**config.mk**
```make
export PLATFORM = sky130hd
export DESIGN_NAME = bpu_ctrl
export DESIGN_NICKNAME = d
export VERILOG_FILES = /design/src/rtl/bpu_ctrl.sv
export SDC_FILE = /design/constraint.sdc
export NUM_CORES = 1
export LEC_CHECK = 0
export CAP_MARGIN = 20
export CORE_MARGIN = 8
export CORE_UTILIZATION = 40
export CTS_BUF_LIST = sky130_fd_sc_hd__clkbuf_4 sky130_fd_sc_hd__clkbuf_8
export CTS_CLUSTER_DIAMETER = 150
export CTS_CLUSTER_SIZE = 8
export DETAILED_ROUTE_END_ITERATION = 12
export GPL_TIMING_DRIVEN = 0
export PLACE_DENSITY_LB_ADDON = 0.15
export SETUP_SLACK_MARGIN = 0.5
export SLEW_MARGIN = 20
export SYNTH_ARGS = -nofsm -noshare
export SYNTH_HDL_FRONTEND = slang
export SYNTH_SLANG_ARGS = --single-unit
```
**constraint.sdc**
```tcl
create_clock -name clk -period 3.2 [get_ports clk]
set_input_delay 0.64 -clock clk [delete_from_list [all_inputs] [get_ports clk]]
set_output_delay 0.64 -clock clk [all_outputs]
set_load 0.02 [all_outputs]
```
**src/rtl/bpu_ctrl.sv**
```systemverilog
// Sequencer for a bit-serial BPU: loads 7x7 kernel weights serially and steps the
// BPU through clear / per-row accumulate / capture for each window of a job.
module bpu_ctrl #(
    parameter int unsigned WGT_BITS = 49,
    parameter int unsigned WIN_W    = 8
) (
    input  logic                       clk,
    input  logic                       rst,
    input  logic                       k_valid,
    output logic                       k_ready,
    input  logic [WGT_BITS-1:0]        k_data,
    input  logic                       start,
    input  logic [2:0]                 cfg_height,
    input  logic [2:0]                 cfg_shift,
    input  logic [WIN_W-1:0]           cfg_nwin,
    output logic                       busy,
    output logic                       wgt_input,
    output logic                       wgt_en,
    output logic [4:0]                 instruction,
    output logic [2:0]                 height,
    output logic [2:0]                 right_shift,
    input  logic signed [6:0]          popcnt_add,
    output logic                       img_adv,
    output logic                       res_valid,
    input  logic                       res_ready,
    output logic signed [6:0]          res_data,
    output logic                       job_done
);

    localparam int unsigned CW = ($clog2(WGT_BITS) > 3) ? $clog2(WGT_BITS) : 3;

    typedef enum logic [2:0] {
        IDLE,
        LOAD,
        CLR,
        RUN,
        CAPT,
        OUT
    } state_t;

    state_t                state_q, state_d;
    logic [WGT_BITS-1:0]   shreg_q, shreg_d;
    logic [CW-1:0]         cnt_q, cnt_d;
    logic [WIN_W-1:0]      win_cnt_q, win_cnt_d;
    logic [2:0]            height_q, height_d;
    logic [2:0]            shift_q, shift_d;
    logic signed [6:0]     res_data_q, res_data_d;
    logic                  k_ready_q, k_ready_d;
    logic                  busy_q, busy_d;
    logic                  wgt_en_q, wgt_en_d;
    logic                  wgt_input_q, wgt_input_d;
    logic [4:0]            instr_q, instr_d;
    logic                  img_adv_q, img_adv_d;
    logic                  res_valid_q, res_valid_d;
    logic                  job_done_q, job_done_d;

    always_comb begin
        state_d    = state_q;
        shreg_d    = shreg_q;
        cnt_d      = cnt_q;
        win_cnt_d  = win_cnt_q;
        height_d   = height_q;
        shift_d    = shift_q;
        res_data_d = res_data_q;
        job_done_d = 1'b0;

        case (state_q)
            IDLE: begin
                // A kernel offer wins over a simultaneous start; the start is lost.
                if (k_valid) begin
                    state_d = LOAD;
                    shreg_d = k_data;
                    cnt_d   = '0;
                end else if (start) begin
                    if (cfg_nwin != '0) begin
                        height_d  = cfg_height;
                        shift_d   = cfg_shift;
                        win_cnt_d = cfg_nwin;
                        state_d   = CLR;
                    end else begin
                        job_done_d = 1'b1;
                    end
                end
            end
            LOAD: begin
                shreg_d = shreg_q << 1;
                if (cnt_q == CW'(WGT_BITS - 1)) begin
                    state_d = IDLE;
                end else begin
                    cnt_d = cnt_q + CW'(1);
                end
            end
            CLR: begin
                state_d = RUN;
                cnt_d   = '0;
            end
            RUN: begin
                if (cnt_q == CW'(height_q)) begin
                    state_d = CAPT;
                end else begin
                    cnt_d = cnt_q + CW'(1);
                end
            end
            CAPT: begin
                res_data_d = popcnt_add;
                state_d    = OUT;
            end
            OUT: begin
                if (res_ready) begin
                    win_cnt_d = win_cnt_q - WIN_W'(1);
                    if (win_cnt_q > WIN_W'(1)) begin
                        state_d = CLR;
                    end else begin
                        job_done_d = 1'b1;
                        state_d    = IDLE;
                    end
                end
            end
            default: state_d = IDLE;
        endcase

        // Outputs are decoded from the next state so the registered copies line up
        // with the state they belong to.
        k_ready_d   = (state_d == IDLE);
        busy_d      = (state_d != IDLE);
        wgt_en_d    = (state_d == LOAD);
        wgt_input_d = wgt_en_d & shreg_d[WGT_BITS-1];
        img_adv_d   = (state_d == CAPT);
        res_valid_d = (state_d == OUT);

        instr_d = '0;
        if (state_d == CLR) begin
            instr_d = 5'b00001;
        end else if (state_d == RUN) begin
            instr_d[4]   = (cnt_d != '0);
            instr_d[3:1] = (cnt_d < CW'(height_d)) ? cnt_d[2:0] : 3'd0;
        end
    end

    always_ff @(posedge clk) begin
        if (rst) begin
            state_q     <= IDLE;
            shreg_q     <= '0;
            cnt_q       <= '0;
            win_cnt_q   <= '0;
            height_q    <= '0;
            shift_q     <= '0;
            res_data_q  <= '0;
            k_ready_q   <= 1'b1;
            busy_q      <= 1'b0;
            wgt_en_q    <= 1'b0;
            wgt_input_q <= 1'b0;
            instr_q     <= '0;
            img_adv_q   <= 1'b0;
            res_valid_q <= 1'b0;
            job_done_q  <= 1'b0;
        end else begin
            state_q     <= state_d;
            shreg_q     <= shreg_d;
            cnt_q       <= cnt_d;
            win_cnt_q   <= win_cnt_d;
            height_q    <= height_d;
            shift_q     <= shift_d;
            res_data_q  <= res_data_d;
            k_ready_q   <= k_ready_d;
            busy_q      <= busy_d;
            wgt_en_q    <= wgt_en_d;
            wgt_input_q <= wgt_input_d;
            instr_q     <= instr_d;
            img_adv_q   <= img_adv_d;
            res_valid_q <= res_valid_d;
            job_done_q  <= job_done_d;
        end
    end

    assign k_ready     = k_ready_q;
    assign busy        = busy_q;
    assign wgt_en      = wgt_en_q;
    assign wgt_input   = wgt_input_q;
    assign instruction = instr_q;
    assign height      = height_q;
    assign right_shift = shift_q;
    assign img_adv     = img_adv_q;
    assign res_valid   = res_valid_q;
    assign res_data    = res_data_q;
    assign job_done    = job_done_q;

endmodule

```
# Word level (Yosys, flattened, before mapping)
# Cells that the tools add are included.
[totals] regBits=91 latchBits=0 ramBits=0 mem_bits_ro=0 input_bits=75 wordCells=85 n_memories=0
[classes] n_addsub=2 n_mul=0 div=0 magnitude_cmp=2 n_eq_ne=17 n_shift=0 mux=30 n_bitwise=4 reduce_logical=12
[op_table] operator="49-bit case mux with 2 select lines" n=1
[op_table] operator="49-bit two-way mux" n=1
[op_table] operator="8-bit two-way mux" n=4
[op_table] operator="3-bit two-way mux" n=10
[op_table] operator="6-bit case mux with 4 select lines" n=1
[op_table] operator="6-bit two-way mux" n=3
[op_table] operator="3-bit case mux with 6 select lines" n=1
[op_table] operator="8-bit case mux with 2 select lines" n=1
[op_table] operator="3-bit by 2-bit equality test with 1-bit output (second input constant)" n=4
[op_table] operator="3-bit equality test (second input constant)" n=4
[op_table] operator="2-bit != test (second input constant)" n=5
[op_table] operator="8-bit by 1-bit greater-than comparator with 1-bit output (second input constant)" n=1
[op_table] operator="8-bit nonzero test" n=1
[op_table] operator="8-bit by 1-bit subtractor with 8-bit output (second input constant)" n=1
[op_table] operator="6-bit by 1-bit adder with 6-bit output (second input constant)" n=1
[op_table] operator="3-bit by 1-bit equality test with 1-bit output (second input constant)" n=2
[op_table] operator="6-bit by 3-bit equality test with 1-bit output" n=1
[op_table] operator="6-bit equality test (second input constant)" n=1
[op_table] operator="3-bit logical NOT" n=2
[op_table] operator="6-bit by 3-bit less-than comparator with 1-bit output" n=1
[op_table] operator="1-bit two-way mux" n=6
[op_table] operator="6-bit nonzero test" n=1
[op_table] operator="5-bit AND reduction" n=1
[op_table] operator="4-bit AND reduction" n=1
[op_table] operator="other kinds (9)" n=12

# Longest topological paths before layout
# Gate-level depths: netlist of the first run.
[depth] depth_word=8 ltp_mapped=11

# Worst setup path after synthesis of the first run
# Ideal clock, no wire load.
[synth_path] path_kind="input -> register" start="input port cfg_nwin[4]" end="register instr_q[1] (netlist: instruction[1])" setup_ps=73 t_arrival_ps=2418 required_ps=3127 path_slack_ps=710 cell_stages=8 n_path_buf=1 cell_sequence="or4_4 > o211a_1 > buf_6 > mux2i_1 > ha_1 > nor4_4 > nand3_2 > nor3b_2"
[synth_via] elab_chain_cells=8 word_cells_on_any_way=15 cone_classes="order compare: 1; eq/ne: 2; mux: 8; bitwise: 2; reduce/logical: 2"
[synth_lines] item="start, declared" line="15" source="input logic [WIN_W-1:0] cfg_nwin,"
[synth_lines] item="8-bit nonzero test *" line="75" source="if (cfg_nwin != '0) begin"
[synth_lines] item="3-bit two-way mux" line="75"
[synth_lines] item="3-bit two-way mux" line="74" source="end else if (start) begin"
[synth_lines] item="3-bit two-way mux" line="70" source="if (k_valid) begin"
[synth_lines] item="3-bit two-way mux or 3-bit case mux with 6 select lines (tied branches)" line="67" source="case (state_q)"
[synth_lines] item="6-bit by 3-bit less-than comparator with 1-bit output or 3-bit by 2-bit equality test with 1-bit output (tied branches)" line="136, 134"
[synth_lines] item="1-bit NOT (no source line)"
[synth_lines] item="4-bit OR reduction (no source line) *"
[synth_lines] item="end signal, assigned" line="169" source="instr_q <= instr_d;"
[synth_lines] item="end, declared" line="52" source="logic [4:0] instr_q, instr_d;"
# Mark *: on every way between the ends. The rest lies on a longest branch, timed or not.
# A chain may end at the register's enable or synchronous reset.

# Worst setup path in the final report of the first run
[layout_path] start="input port cfg_nwin[5]" end="register instr_q[1] (netlist: instruction[1])"
# The elaborated chain is that of the path after synthesis.

==> results of run 1 <==
-- repair_timing --
item / 4_1_cts / 5_1_grt
pin swaps: 0 / 9
endpoints found under the setup margin: 13 / 9
buffers inserted: 0 / 5
hold buffers: 0 / 0
gates resized for setup: 8 / 15
-- metrics by stage --
stage                     cells  power [mW]  worst slack, ns  setup TNS, ns  hold WS, ns
after floorplan             460        1.58            0.710              0        0.437
after global placement      692        1.79          -0.0527         -0.338        0.442
after global routing        712        2.66            0.490              0        0.476
final                       712        2.52            0.566              0        0.459
after detailed placement    692        1.80          -0.0682         -0.305        0.447
after CTS                   707        2.51            0.502              0        0.460
-- layout make-up --
| cell class | instances | area [um^2] | area share |
|---|---|---|---|
| Buffer | 32 | 144 | 0.0263 |
| Clock buffer | 9 | 124 | 0.0227 |
| Clock inverter | 6 | 48.8 | 0.00893 |
| Inverter | 13 | 48.8 | 0.00893 |
| Multi-Input combinational cell | 324 | 2070 | 0.379 |
| Sequential cell | 91 | 1820 | 0.333 |
| Tap cell | 133 | 166 | 0.0305 |
| Timing Repair Buffer | 104 | 1040 | 0.190 |
-- flip-flops by register name (all words and copies together) (netlist names) --
| name | cells |
|---|---|
| res_valid | 1 |
| cnt_q | 6 |
| k_ready | 1 |
| wgt_en | 1 |
| win_cnt_q | 8 |
| instruction | 5 |
| state_q | 3 |
| busy | 1 |
| right_shift | 3 |
| wgt_input | 1 |
| height | 3 |
| job_done | 1 |
| img_adv | 1 |
| shreg_q | 49 |
| res_data | 7 |
-- worst register-to-register path, cell delays in order (launching register included) --
cell	delay, ns
sky130_fd_sc_hd__dfxtp_1	0.52
sky130_fd_sc_hd__xor2_1	0.27
sky130_fd_sc_hd__nor4_4	0.05
sky130_fd_sc_hd__buf_4	0.16
sky130_fd_sc_hd__nand3_1	0.16
sky130_fd_sc_hd__o311ai_0	0.19
sky130_fd_sc_hd__a22oi_2	0.30
sky130_fd_sc_hd__inv_1	0.08
sky130_fd_sc_hd__ha_2	0.20
sky130_fd_sc_hd__nor4_4	0.25
sky130_fd_sc_hd__nand3_2	0.13
sky130_fd_sc_hd__nor3b_2	0.19
-- power by group through the flow --
stage / Combinational, mW / Sequential, mW / Clock (mW)
global route: 0.611 / 1.27 / 0.774
floorplan: 0.296 / 1.29 / 0
global placement: 0.505 / 1.28 / 0
CTS: 0.526 / 1.26 / 0.723
finish: 0.552 / 1.26 / 0.706
detailed placement: 0.516 / 1.28 / 0
-- cell usage after synthesis, drive strengths merged (6+ instances only) --
library cell / n / area [um^2]
nand3: 7 / 40.0
nor2: 37 / 139
nor3: 8 / 45.0
buf: 8 / 48.8
nor2b: 6 / 37.5
clkbuf: 24 / 90.1
dfxtp: 91 / 1820
a22oi: 53 / 398
mux2i: 12 / 120
ha: 6 / 75.1
a21oi: 58 / 290
o21ai: 9 / 45.0
a211oi: 6 / 50.1
inv: 13 / 48.8
nand2: 68 / 255
-- cell families after synthesis --
| kind of cell | share of synthesized area |
|---|---|
| xor gates and xnor gates | 0.0110 |
| and+or+nand+nor | 0.186 |
| buffers and inverters | 0.0470 |
| adders and majority gates | 0.0188 |
| DFF | 0.456 |
| AOI/OAI and AO/OA | 0.249 |
| muxes | 0.0329 |
-- final timing paths --
kind,start,to,slack [ns],cells after the start
worst max register to register,cnt_q[2],instruction[1],0.65,11
worst max-delay path,cfg_nwin[5],instruction[1],0.57,9
worst min-delay path,shreg_q[6],shreg_q[6],0.46,2
worst min register to register,shreg_q[6],shreg_q[6],0.46,2
-- routing by layer --
layer	GRT usage	up-vias	wire length, um
met5	0	-	0
met1	0.197	1763	4960
met2	0.277	95	5190
met3	0.0427	15	695
li1	-	1881	-
met4	0.0596	0	182
==> metrics.md, run 1 <==
| Metric | Value |
|---|---|
| Outcome | `finished clean` |
| Clock tree from TritonCTS | `done` |
| Number of buffers inserted during clock tree synthesis | `9` |
| Antenna diode instance count | `0` |
| Final number of hold-violating endpoints | `0` |
| Die height | `116 um` |
| Global placer's final weighted congestion | `0.847` |
| Post-Syn Area | `4000 um^2` |
| Vias in the first global route | `3746` |
| Per-cell via count in the routed design | `5.27` |
| Htree depth | `3` |
| Final core utilization | `0.562` |
| GRT Resource Usage Total | `0.164` |
| Psw | `0.767 mW` |
| Kind of critical path | `in -> reg` |
| RSZ-0062 raised after global routing | `false` |
| Clock Power Share | `0.280` |
| Final HPWL from detailed placement | `8.31 mm` |
| Endpoint arrival time on the critical path | `2.92 ns` |
| Post-synth cell types | `55` |
| Crit path capture type | `flip-flop` |
| Proportion of power drawn by flip-flops and latches | `0.501` |
| Tcrit/Tclk final | `0.823` |
| Pin count of the biggest net entering global routing | `17` |
| Core box area | `9730 um^2` |
| Final design area excluding fillers | `5460 um^2` |
| Top delay family on crit path | `simple AND/OR/NAND/NOR gates` |
| Cell internal power dissipation | `1.75 mW` |
| Bufs and invs on worst path | `2` |
| Synth warnings | `0` |
| Instance area after placement | `5150 um^2` |
| Average cell area after synthesis | `8.69 um^2` |
| Number of enable-type register cells in the synthesized netlist | `0` |
| Fraction of final layout cells sized beyond drive strength 1 | `0.0846` |
| Combinational fraction of design power | `0.219` |
| Number of buffer cells added on primary ports | `99` |
| PwrDens | `461 nW/um^2` |
| Worst clock skew | `0.0107 ns` |
| TritonCTS Sinks | `91` |
| Number of antenna violations at the first check in global routing | `0` |
| Most common cell after layout, fill and taps aside | `sky130_fd_sc_hd__clkdlybuf4s50_1` |
| Critical Path Max Stage Delay | `0.53 ns` |
| Fraction of the yosys area taken by sequential cells | `0.456` |
| Setup crit start kind | `input port` |
| Number of detailed-routing iterations run before antenna repair | `4` |
| Number of buffers between clock root and the deepest sink | `2` |
| Number of filler cells placed in the layout | `927` |
| Post-route minimum period | `2.63 ns` |
| Final routed wirelength across all metal layers | `11.0 mm` |
| Initial core utilization | `0.411` |
| Remaining design rule violation count | `0` |
| Area grow syn2layout | `36.7%` |
| Root buf cell | `sky130_fd_sc_hd__clkbuf_8` |
| Remaining antenna violation count after routing | `0` |
| Transition time at the pin with the least slew margin | `0.774 ns` |
| Highest clock frequency the design can meet | `380 MHz` |
| Async set or reset register ratio after synthesis | `0` |
| Instance count of the mapped netlist | `460` |
| Clock insertion delay at the later pin of the skew report | `0.35 ns` |
| Count of pins on the block boundary | `100` |
| Maximum Capacitance Violations | `0` |
| Critical Path, Cell by Cell | `clkdlybuf4s50_1 -> or4_4 -> o211a_1 -> buf_8 -> mux2i_2 -> ha_2 -> nor4_4 -> nand3_2 -> nor3b_2` |
| Max-slew violation total from the final report | `0` |
| Net switching share of the total power | `0.304` |
| # nets final | `656` |
| Final setup viols | `0` |
| Clk slew on worst S/H paths | `0.09 ns` |
| Global-route wire length before repair | `17.8 mm` |
| Worst slew margin relative to its limit | `0.481` |
| Die outline area | `13400 um^2` |
| Worst min-delay path class | `reg -> reg` |
| Synth Net Count | `541` |
| Data required time of the critical path | `3.48 ns` |
| Leakage power summed over all cells | `1.97 nW` |
| Via Count | `3754` |
| Largest fanout on the critical path | `5` |
| Die X-Extent | `116 um` |
| Overflow left after global routing | `0` |
| FF+latch count, synth | `91` |
| DRC marker count from the first detailed-route iteration | `229` |
| Cell with the biggest individual delay on the critical path | `sky130_fd_sc_hd__or4_4` |
| VDD IR max | `0.000246 V` |
| Commonest cells after routing, fill and taps aside | `sky130_fd_sc_hd__clkdlybuf4s50_1, sky130_fd_sc_hd__dfxtp_1, sky130_fd_sc_hd__nand2_1, sky130_fd_sc_hd__a21oi_1, sky130_fd_sc_hd__a22oi_1` |
| Std-Cell Rows | `36` |
| Primary flip-flop cell chosen by synthesis mapping | `sky130_fd_sc_hd__dfxtp_1` |
| Wirelength per Cell | `15.5 um` |
(Power assumes the default switching activity.)
==> run 2: changes to the inputs <==
Clock period 3.2 ns to 2.4 ns, I/O delays scaled along.
==> metrics.md, run 2 (synthesis results as in run 1) <==
| Metric | Value |
|---|---|
| Max-slew violation total from the final report | `0 (unchanged)` |
| Clock insertion delay at the later pin of the skew report | `0.36 ns (about the same)` |
| Endpoint arrival time on the critical path | `2.67 ns (-0.25 ns)` |
| Clock Power Share | `0.313 (+0.033)` |
| Maximum Capacitance Violations | `0 (unchanged)` |
| Clock tree from TritonCTS | `done` |
| Total power draw | `3.72 mW (+48%)` |
| Final number of hold-violating endpoints | `0 (unchanged)` |
| Leakage power summed over all cells | `2.23 nW (+13%)` |
| Commonest cells after routing, fill and taps aside | `sky130_fd_sc_hd__clkdlybuf4s50_1, sky130_fd_sc_hd__dfxtp_1, sky130_fd_sc_hd__nand2_1, sky130_fd_sc_hd__a21oi_1, sky130_fd_sc_hd__a22oi_1` |
| Final setup viols | `0 (unchanged)` |
| Number of placed instances, taps included | `692 (unchanged)` |
| Psw | `1.06 mW (+39%)` |
| Combinational fraction of design power | `0.234 (+0.015)` |
| CTS Hold Buffers Added | `0 (unchanged)` |
| Via Count | `3905 (+4.0%)` |
| Global placer's final weighted congestion | `0.847 (about the same)` |
| Global-route wire length before repair | `18.2 mm (+2.5%)` |
| Pin count of the biggest net entering global routing | `17 (unchanged)` |
| Kind of critical path | `reg -> reg` |
| Die height | `116 um (unchanged)` |
| Remaining design rule violation count | `0 (unchanged)` |
| Post-route minimum period | `2.39 ns` |
| Final HPWL from detailed placement | `8.22 mm (-1.1%)` |
| # nets final | `686 (+4.6%)` |
| Crit path capture type | `flip-flop` |
| Final sum of negative setup slack | `0 ns (unchanged)` |
| Overflow left after global routing | `0 (unchanged)` |
| Transition time at the pin with the least slew margin | `0.670 ns (-0.105 ns)` |
| Final routed wirelength across all metal layers | `11.7 mm (+5.6%)` |
| Net switching share of the total power | `0.286 (-0.0186)` |
| Die outline area | `13400 um^2 (unchanged)` |
| Most common cell after layout, fill and taps aside | `sky130_fd_sc_hd__clkdlybuf4s50_1` |
| Tcrit/Tclk final | `0.997` |
| Highest clock frequency the design can meet | `418 MHz` |
| Per-cell via count in the routed design | `5.26 (-0.32%)` |
| Worst slew margin relative to its limit | `0.554 (+0.0727)` |
| Data required time of the critical path | `2.68 ns (-0.80 ns)` |
| Setup crit start | `cnt_q[0]` |
| Die X-Extent | `116 um (unchanged)` |
| Vias in the first global route | `3805 (+1.6%)` |
| Non-filler cells, final | `743 (+4.4%)` |
| Number of buffer cells added on primary ports | `99 (unchanged)` |
| Antenna diode instance count | `0 (unchanged)` |
| Std-Cell Rows | `36 (unchanged)` |
| Remaining antenna violation count after routing | `0 (unchanged)` |
| Worst clock skew | `0.0147 ns (+0.00396 ns)` |
| RSZ-0062 raised after global routing | `true` |
| Setup crit start kind | `flip-flop` |
| Final core utilization | `0.610 (+0.0481)` |
| Proportion of power drawn by flip-flops and latches | `0.453 (-0.048)` |
| Clk slew on worst S/H paths | `0.10 ns (about the same)` |
| Count of pins on the block boundary | `100 (unchanged)` |
| Cell internal power dissipation | `2.66 mW (+52%)` |
| Fraction of final layout cells sized beyond drive strength 1 | `0.207 (+0.122)` |
| Number of detailed-routing iterations run before antenna repair | `4 (unchanged)` |
| Final design area excluding fillers | `5930 um^2 (+8.6%)` |
| Worst min-delay path class | `reg -> reg` |
| DRC marker count from the first detailed-route iteration | `285 (+24%)` |
| Source of the worst register-to-register timing path | `cnt_q[0]` |
| VDD IR max | `0.000457 V (+85%)` |
| TritonCTS Sinks | `91 (unchanged)` |
| Core box area | `9730 um^2 (unchanged)` |
| Largest fanout on the critical path | `6 (+1)` |
| GRT Resource Usage Total | `0.168 (+0.00360)` |
| PwrDens | `628 nW/um^2 (+36%)` |
| Number of antenna violations at the first check in global routing | `0 (unchanged)` |
| Initial core utilization | `0.411 (unchanged)` |
| Biggest register | `shreg_q` |
| Root buf cell | `sky130_fd_sc_hd__clkbuf_8` |
| Number of buffers between clock root and the deepest sink | `2 (unchanged)` |
| Wirelength per Cell | `15.7 um (+1.2%)` |
| Htree depth | `3 (unchanged)` |
| Largest register FFs | `49 (unchanged)` |
| Start point of the worst hold path | `shreg_q[17]` |
| Area grow syn2layout | `48.4%` |
| Instance area after placement | `5170 um^2 (+0.39%)` |
| Outcome | `finished clean` |
| Number of buffers inserted during clock tree synthesis | `9 (unchanged)` |
[run 2: cell count changes in the layout (fill, tap and decap cells not counted), moves of 7 or more]
cell and change:
sky130_fd_sc_hd__clkbuf_2 +10, sky130_fd_sc_hd__buf_6 +15, sky130_fd_sc_hd__dfxtp_1 -7, sky130_fd_sc_hd__clkdlybuf4s50_1 -7, sky130_fd_sc_hd__buf_4 +18, sky130_fd_sc_hd__clkbuf_1 -11
[run 2: path summary, 6_finish.rpt]
| check | depth (start not counted) | end | slack [ns] |
|---|---|---|---|
| setup / recovery | 12 | instruction[3] | 0.007 |
| hold / removal | 2 | shreg_q[17] | 0.46 |
| setup reg to reg | 12 | instruction[3] | 0.007 |
| hold reg to reg | 2 | shreg_q[17] | 0.46 |
[run 2: what timing repair did]
item / CTS / global route
cloned: 1 / 0
resized for setup: 67 / 44
buffers inserted: 26 / 8
pin swaps: 28 / 18
endpoints found under the setup margin: 74 / 71
[run 2: area by class of cell]
cell class | count | area, um^2
sequential | 91 | 1840
clock inverter | 6 | 95.1
multi-input combinational | 324 | 2200
clock buffer | 10 | 131
tap | 133 | 166
inverter | 13 | 48.8
buffer | 32 | 175
fill | 889 | 3800
timing repair buffer | 134 | 1280
[run 2: power by group through the flow]
stage	registers, mW	clock network (mW)	logic (mW)
2_1_floorplan	1.72	0	0.400
3_3_place_gp	1.71	0	0.673
3_5_place_dp	1.71	0	0.687
4_1_cts	1.68	1.21	0.810
5_1_grt	1.70	1.28	0.950
6_report	1.69	1.17	0.871
[run 2: metrics by stage]
stage | hold WS, ns | worst slack (ns)
global placement | 0.442 | -0.743
floorplan | 0.437 | 0.114
global route | 0.467 | -0.105
CTS | 0.461 | -0.0873
detailed placement | 0.448 | -0.680
finish | 0.459 | 0.00744
[run 2: worst max-delay path, stage by stage (launching register included)]
cell and delay (ns):
sky130_fd_sc_hd__dfxtp_4 0.38, sky130_fd_sc_hd__buf_6 0.13, sky130_fd_sc_hd__xor2_4 0.17, sky130_fd_sc_hd__nor4_4 0.07, sky130_fd_sc_hd__buf_4 0.16, sky130_fd_sc_hd__buf_6 0.11, sky130_fd_sc_hd__buf_6 0.11, sky130_fd_sc_hd__buf_6 0.11
sky130_fd_sc_hd__buf_6 0.11, sky130_fd_sc_hd__a211o_4 0.35, sky130_fd_sc_hd__nor4_4 0.26, sky130_fd_sc_hd__nand3_2 0.14, sky130_fd_sc_hd__nor3_2 0.22
[run 2: per-layer routing]
| layer | vias to the layer above | routed length, um | track usage |
|---|---|---|---|
| met5 | - | 0 | 0 |
| met4 | 0 | 158 | 0.0553 |
| met3 | 16 | 847 | 0.0516 |
| met2 | 125 | 5440 | 0.264 |
| met1 | 1825 | 5210 | 0.213 |
| li1 | 1939 | - | - |
